File: config.mk
export PLATFORM = sky130hd
export DESIGN_NAME = piso_tx
export DESIGN_NICKNAME = d
export VERILOG_FILES = /design/src/rtl/piso_pkg.sv /design/src/rtl/piso_tx.sv
export SDC_FILE = /design/constraint.sdc
export NUM_CORES = 1
export LEC_CHECK = 0
export ABC_AREA = 1
export CAP_MARGIN = 20
export CORE_AREA = 5 5 42 44
export DETAILED_ROUTE_END_ITERATION = 16
export DIE_AREA = 0 0 47 49
export GPL_TIMING_DRIVEN = 0
export MAX_ROUTING_LAYER = met4
export SYNTH_ARGS = -nofsm -noshare
export SYNTH_HDL_FRONTEND = slang
export SYNTH_SLANG_ARGS = --single-unit
File: constraint.sdc
create_clock -name clk -period 1.24 [get_ports clk]
set_input_delay 0.186 -clock clk [delete_from_list [all_inputs] [get_ports clk]]
set_output_delay 0.186 -clock clk [all_outputs]
set_load 0.1 [all_outputs]
File: src/rtl/piso_pkg.sv
`default_nettype none
// ============================================================================
// Module  : piso_pkg
// Purpose : Shared types and constants for the piso_tx serializer.
//           - state_t       : transmitter FSM state encoding {IDLE, SHIFT}
//           - DEFAULT_WIDTH : default parallel word width
// Revision: 1.0 - initial release
// ============================================================================
package piso_pkg;

  localparam int DEFAULT_WIDTH = 4;

  typedef enum logic [0:0] {
    IDLE  = 1'b0,
    SHIFT = 1'b1
  } state_t;

endpackage
`default_nettype wire

File: src/rtl/piso_tx.sv
`default_nettype none
// ============================================================================
// Module  : piso_tx
// Purpose : Parallel-in serial-out transmitter, LSB first, feeding a
//           downstream serial-in parallel-out deserializer. Words are taken
//           through a valid/ready handshake; a new word may be accepted in
//           the last bit cycle of the current one, so back-to-back words are
//           sent with no idle bubble.
// Ports   : clk        - rising-edge clock
//           reset      - asynchronous, active-high reset
//           data_in    - parallel word, sampled only on an accept edge
//           data_valid - upstream presents data_in
//           data_ready - a word can be accepted this cycle
//           serial_out - current serial bit (LSB first)
//           bit_valid  - serial_out carries a valid bit this cycle
//           done       - high during the last bit cycle of a word
// Config  : PISO_PARITY_EN - when defined, an even-parity bit (XOR of the
//           accepted word) is sent after the data bits as one extra cycle.
// Revision: 1.0 - initial release
// ============================================================================
module piso_tx
  import piso_pkg::*;
#(
  parameter int WIDTH = DEFAULT_WIDTH
) (
  input  logic             clk,
  input  logic             reset,
  input  logic [WIDTH-1:0] data_in,
  input  logic             data_valid,
  output logic             data_ready,
  output logic             serial_out,
  output logic             bit_valid,
  output logic             done
);

`ifdef PISO_PARITY_EN
  // Parity rides as the top bit of the shifter, so it falls out of bit 0
  // right after the data bits without a separate output mux.
  localparam int SH_W  = WIDTH + 1;
`else
  localparam int SH_W  = WIDTH;
`endif
  localparam int CNT_W = $clog2(WIDTH + 2);
  localparam logic [CNT_W-1:0] LAST = CNT_W'(SH_W - 1);

  state_t            state_q, state_d;
  logic [SH_W-1:0]   shreg_q, shreg_d;
  logic [CNT_W-1:0]  cnt_q,   cnt_d;

  logic              w_last;
  logic              w_accept;
  logic [SH_W-1:0]   w_load_word;

`ifdef PISO_PARITY_EN
  assign w_load_word = {^data_in, data_in};
`else
  assign w_load_word = data_in;
`endif

  // All outputs decode from registers only; data_valid never reaches them.
  assign w_last     = (state_q == SHIFT) && (cnt_q == LAST);
  assign bit_valid  = (state_q == SHIFT);
  assign serial_out = shreg_q[0];
  assign done       = w_last;
  assign data_ready = (state_q == IDLE) || w_last;
  assign w_accept   = data_valid && data_ready;

  always_ff @(posedge clk or posedge reset) begin
    if (reset) begin
      state_q <= IDLE;
      shreg_q <= '0;
      cnt_q   <= '0;
    end else begin
      state_q <= state_d;
      shreg_q <= shreg_d;
      cnt_q   <= cnt_d;
    end
  end

  always_comb begin
    state_d = state_q;
    shreg_d = shreg_q;
    cnt_d   = cnt_q;
    case (state_q)
      IDLE: begin
        if (w_accept) begin
          state_d = SHIFT;
          shreg_d = w_load_word;
          cnt_d   = '0;
        end
      end
      SHIFT: begin
        if (!w_last) begin
          shreg_d = shreg_q >> 1;
          cnt_d   = cnt_q + CNT_W'(1);
        end else if (w_accept) begin
          // Reload in the last bit cycle: next word's bit 0 follows directly.
          state_d = SHIFT;
          shreg_d = w_load_word;
          cnt_d   = '0;
        end else begin
          state_d = IDLE;
          shreg_d = '0;
          cnt_d   = '0;
        end
      end
      default: begin
        state_d = IDLE;
        shreg_d = '0;
        cnt_d   = '0;
      end
    endcase
  end

endmodule
`default_nettype wire

==> reports/qor.yml, run 1 <==
drc: 0
synth-main-ff-cell: "dfrtp_1"
syn-cell-area_um2: 429
yosys_warnings: 0
finalCriticalPeriod_ns: 1.38
synth-xor-area-share_pct: 0
drv_slew: 0
synth_compound_area_share_pct: 4.66
synthToLayoutAreaGrowth_pct: 56.3
clock_latency_ns: 0.26
grt_pass1_vias: 339
ant_nets: 0
top_usage_layer: "met2"
cp-start-kind: "flip-flop"
crit_path_end_kind: "output port"
wl_um: 962
vias: 398
nFillCells: 143
synth_nets: 61
synth_edf_count: 0
leakage_uw: 0.000337
rsz0062_at_grt: "true"
synth_top_area_share_pct: 46.6
status: "finished with violations"
grt_pass1_wl_um: 1520
clockBufferDepth: 2
holdCritPathClass: "primary input to async pin"
violations: "negative setup slack"
synthArstFlopShare_pct: 100
crit_start: "cnt_q[0]"
multiInputGateArea_um2: 221
slew_headroom_pct: 79.4
antenna_found_initial: 0
grt_use_met2_pct: 12.9
post_drt_wl_per_cell_um: 10.9
crit_arrival_ns: 1.19
fp.dieW_um: 47
place_congestion: 0.766
synth_area_leaders: "dfrtp_1, nor2_1, nand2_1"
synth_fa_ha_area_share_pct: 2.92
first_pass_iters: 4
critPathKind: "flip-flop to output port"
yosysSeqAreaShare_pct: 46.6
clkSinkCount: 8
fmax_mhz: 727
peakVddDrop_uv: 1660
regArea_um2: 204
tightest_slew_ns: 0.308
slowest_delay_ns: 0.40
setup_tns_ns: -0.345
gr-usage-all-layers_pct: 9.60
io-pin-count: 11
grt_use_met3_pct: 3.32
whs_ns: 0.162
skew_ns: 0.00652
grt_use_met1_pct: 12.8
cts_made_buffers: 3
crit_required_ns: 1.05
cts_hold_buf: 0
maxCapViolations: 0
dieArea_um2: 2300
synth.avg_cell_area_um2: 8.10
start_util_pct: 30.6
die_h_um: 49
power_density_nw_per_um2: 2840
synth_top_family_by_area: "simple AND/OR/NAND/NOR gates"
core-area_um2: 1400
cts.clk_slew.worst_paths_ns: 0.07
cts.htree.levels: 1
setup_viol: 5
path_cells: "ha_4, nand2_8, nor2_4, buf_12"
netlist_top_cells_count: "nor2_1, nand2_1, dfrtp_1, nand3_1, inv_1"
viasPerCell: 4.52
netlist_instances: 53
fin_crit_sh_pct: 111
gr-total-overflow: 0
drtIter0Drc: 6
synth.most_common_cell: "nor2_1"
synth_mux_area_share_pct: 0
crit_slowest_cell: "dfrtp_1"
setup_ws_ns: -0.136
reg2reg_from: "cnt_q[0]"
port_buffers: 10
hold_viol: 0
synth_seq_cells: 8
dp_hpwl_um: 622
synth_simple_gate_area_share_pct: 35.0
grt_start_max_net_pins: 10
yosys.area.top_type: "dfrtp_1"
yosysUniqueCellTypes: 14
clockRootBuffer: "clkbuf_4"
rows: 14
diodes: 0
drive_above_1_share_pct: 33.3
cts_tree: "yes"
layout.nets: 81
crit_path_max_fanout: 4
-- critical path: cells and delay by family, from the launching register on --
| kind | cells | cell delay (ns) |
|---|---|---|
| buffers and inverters | 1 | 0.18 |
| adders and majority gates | 1 | 0.18 |
| DFF | 1 | 0.40 |
| and+or+nand+nor | 2 | 0.17 |
-- repair_timing --
action                     CTS  global route
setup endpoints to repair    4             4
setup buffers                3             2
pin swaps                    3             0
gates resized for setup     34             1
-- layer usage --
metal	wire (µm)	up-vias
met1	425	174
met5	0	-
met3	46	6
li1	-	204
met4	19	0
met2	471	14
-- state kept, by name, indices dropped and copies added, names as in the netlist --
signal and cells:
bit_valid 1, cnt_q 3, shreg_q 4
-- per-stage QoR --
stage               cells  utilization [%]  power (µW)  setup WS, ns  cell area [µm²]
floorplan              53                -        1220        -0.250              440
global route           88             47.9        2020        -0.186              671
CTS                    86             46.6        1850        -0.137              653
detailed placement     79             40.0        1420        -0.923              561
global placement       79             40.0        1420        -0.925              561
finish                 88             47.9        1910        -0.136              671
-- placed cells by master (no fill, tap or decap), types with 2 or more instances in the layout --
| cell | count |
|---|---|
| nor2_1 | 12 |
| nand2_1 | 9 |
| dfrtp_1 | 7 |
| clkdlybuf4s50_1 | 6 |
| buf_4 | 6 |
| nand3_1 | 5 |
| inv_1 | 4 |
| clkbuf_4 | 4 |
| inv_2 | 3 |
| a21oi_1 | 3 |
| nand2_8 | 2 |
| buf_12 | 2 |
-- final timing paths --
check                      slack (ns)         end  cells after the start
setup / recovery                -0.14        done                      4
hold / removal                   0.16    cnt_q[0]                      2
setup reg to reg                -0.05  shreg_q[1]                      7
hold reg to reg                  0.51  shreg_q[2]                      2
max in group asynchronous        0.82   bit_valid                      2
min in group clk                 0.49  shreg_q[3]                      3
-- logic make-up after synthesis --
family | count (synthesis)
buffers and inverters | 9
AOI/OAI and AO/OA | 4
adders and majority gates | 1
and+or+nand+nor | 31
DFF | 8
-- cell type report --
cell class / count / share of cell area, %
Sequential cell: 8 / 30.4
Tap cell: 16 / 2.99
Multi-Input combinational cell: 36 / 33.0
Buffer: 1 / 1.68
Inverter: 8 / 5.22
Clock buffer: 4 / 3.92
Timing Repair Buffer: 15 / 22.8
-- report_power, final --
| part | switching (µW) | internal, µW | total, µW |
|---|---|---|---|
| sequential | 69.5 | 365 | 434 |
| clock | 105 | 124 | 229 |
| combinational | 786 | 457 | 1240 |
Note: power is estimated with default switching activity, not from simulation.
==> inputs of run 2 (changes only) <==
--- a/config.mk
+++ b/config.mk
@@ -8,6 +8,7 @@
 export ABC_AREA = 1
 export CAP_MARGIN = 20
 export CORE_AREA = 5 5 42 44
+export CTS_CLUSTER_SIZE = 20
 export DETAILED_ROUTE_END_ITERATION = 16
 export DIE_AREA = 0 0 47 49
 export GPL_TIMING_DRIVEN = 0
==> results of run 2 <==
Final layout, timing and power as in run 1 (identical DEF).
==> RTL edit (settings of run 1) <==
The package constant `DEFAULT_WIDTH` goes from 4 to 8.
--- a/src/rtl/piso_pkg.sv
+++ b/src/rtl/piso_pkg.sv
@@ -8,7 +8,7 @@
 // ============================================================================
 package piso_pkg;
 
-  localparam int DEFAULT_WIDTH = 4;
+  localparam int DEFAULT_WIDTH = 8;
 
   typedef enum logic [0:0] {
     IDLE  = 1'b0,
Ports: changed (resized data_in); port bits go from 11 to 15. No check against the original RTL was run, so the function may have changed too.
==> RTL edit against run 1 <==
The run still ends with negative setup slack left; area after synthesis increased by 76%; global-route usage rose by 8.5 points; first-iteration DRC count fell by 17%; total power is 37% higher; sequential cell count rose by 5; die area unchanged; worst setup slack worse by 120 ps; synthesized cell count grew 66%; highest routed layer unchanged; routed wire length grew 74%; register-to-register slack worse by 140 ps; design area is 58% higher; critical path depth unchanged; maximum frequency fell by 7.7%; largest power group unchanged.
==> RTL edit: results (changes against run 1) <==
- Outcome: complete, but fails checks
- Violations in the final reports: negative setup slack
- IR Drop Worst-Case VDD: 0.00125 V (-25%)
- Clk pin slew, worst setup/hold paths: 80 ps
- Most used flip-flop cell after synthesis: sky130_fd_sc_hd__dfrtp_1
- H-tree level count: 1 (unchanged)
- Largest stage delay on the critical path: 400 ps (about the same)
- Yosys cell types: 17 (+3)
- Synthesized net count: 100 (+64%)
- Buffers on Ports: 14 (+4)
- Worst reg2reg setup slack: -190 ps (-140 ps)
- Relative slew margins: 0.669 (-0.125)
- Proportion of layout cells with a drive suffix above 1: 0.438 (+0.104)
- Via count of the routed design: 655 (+65%)
- Nets@finish: 125 (+54%)
- Min setup slack post-route: -251 ps (-115 ps)
- Pin count of the biggest net entering global routing: 14 (+4)
- Commonest cells in the netlist: sky130_fd_sc_hd__nand2_1 (23), sky130_fd_sc_hd__dfrtp_1 (13), sky130_fd_sc_hd__nor2_1 (9), sky130_fd_sc_hd__nand3_2 (8)
- Average detailed-routed wire length per instance: 13.1 um (+20%)
- Total track usage: 0.181 (+0.0852)
- Post-synth ARST share: 1.00 (unchanged)
- Dominant cells by area after synthesis: sky130_fd_sc_hd__dfrtp_1 (43%), sky130_fd_sc_hd__nand2_1 (11%), sky130_fd_sc_hd__nand3_2 (11%), sky130_fd_sc_hd__a21oi_2 (8.1%), sky130_fd_sc_hd__nor2_1 (4.5%)
- Number of buffers inserted during clock tree synthesis: 3 (unchanged)
- Via count of the first global-routing pass: 712 (+110%)
- Routability-driven placement congestion ratio: 0.786 (+2.6%)
- Number of antenna cells inserted: 0 (unchanged)
- Starting DRC count in detailed routing: 5 (-1)
- Data arrival time of the critical path: 1310 ps (+120 ps)
- Start point of the critical path: cnt_q[1]$_DFFE_PP0P_
- Clock Skews: 1.75 ps (-4.77 ps)
- Initial antenna violation count: 0 (unchanged)
- Standby leakage power: 0.517 nW (+53%)
- Filler Cell Count: 107 (-25%)
- Register with the highest flop count: shreg_q
- Reg2reg path depth: 9 (+2)
- Ys Warns: 0 (unchanged)
- CTS root buf: sky130_fd_sc_hd__clkbuf_4
- Detailed Routing Iterations Pass 1: 4 (unchanged)
- Dpl hpwl: 1130 um (+82%)
- Proportion of synthesized chip area in sequential cells: 0.431 (-0.0353)
- Setup-failing EPs final: 9 (+4)
- Clk Latency, worst-skew pair: 280 ps (+20 ps)
- Capture point of the worst reg-to-reg path: shreg_q[5]$_DFFE_PP0P_
- Class of the most critical hold timing path: input port to async pin
- Global-route wire length before repair: 2990 um (+97%)
- Maximum count of clock buffers along a single path: 2 (unchanged)
- Setup slack at placement: -1050 ps (-128 ps)
- Hold violation total from the final report: 0 (unchanged)
- Max reg flops: 8 (+4)
- Post-route worst hold slack: 225 ps (+63.0 ps)
- Post-route setup TNS: -1580 ps (-1240 ps)
-- RTL edit: routing by layer --
metal | global-route usage | vias up | wire, um
met5 | - | - | 0
met4 | 0.0876 | 0 | 20
met3 | 0.0221 | 4 | 70
met2 | 0.310 | 15 | 893
met1 | 0.196 | 312 | 693
li1 | - | 324 | -
-- RTL edit: worst max-delay path by stage --
stage | slack (ps) | end | cells after the start
after floorplan | -250 | done | 4
after global placement | -1050 | done | 5
after detailed placement | -1050 | done | 5
after CTS | -290 | done | 5
after global routing | -320 | done | 4
final | -250 | done | 4
-- RTL edit: logic make-up after synthesis --
kind of cell    Yosys count  synth area share
simple gates             48             0.338
buf+inv                  15             0.104
flops                    13             0.431
compound gates           11             0.109
fa+ha+maj                 1            0.0166
-- RTL edit: timing repair --
action / 4_1_cts / 5_1_grt
buffers inserted: 6 / 3
pin swaps: 2 / 7
endpoints found under the setup margin: 9 / 12
resized for setup: 34 / 9
-- RTL edit: layout make-up --
class	count	area, sq um	area share
multi-input cells	60	393	0.372
flip-flops and latches	13	329	0.311
repair buffers	21	219	0.207
inverters	12	47.5	0.0450
clock buffers	4	26.3	0.0249
plain buffers	2	22.5	0.0213
well taps	16	20.0	0.0189
-- RTL edit: worst max-delay path: cells and delay by family (launching register included) --
| family | cells | cell delay [ps] |
|---|---|---|
| DFF | 1 | 400 |
| and+or+nand+nor | 2 | 280 |
| buffers and inverters | 1 | 180 |
| adders and majority gates | 1 | 160 |
-- RTL edit: through the flow --
stage               cell area, sq um  instances
floorplan                        771         88
global placement                 931        118
detailed placement               931        118
CTS                             1040        128
global route                    1060        128
finish                          1060        128
-- RTL edit: power by group --
group / switching [mW] / total, mW / internal [mW]
registers: 0.156 / 0.760 / 0.604
logic: 0.947 / 1.58 / 0.637
clock network: 0.141 / 0.266 / 0.125
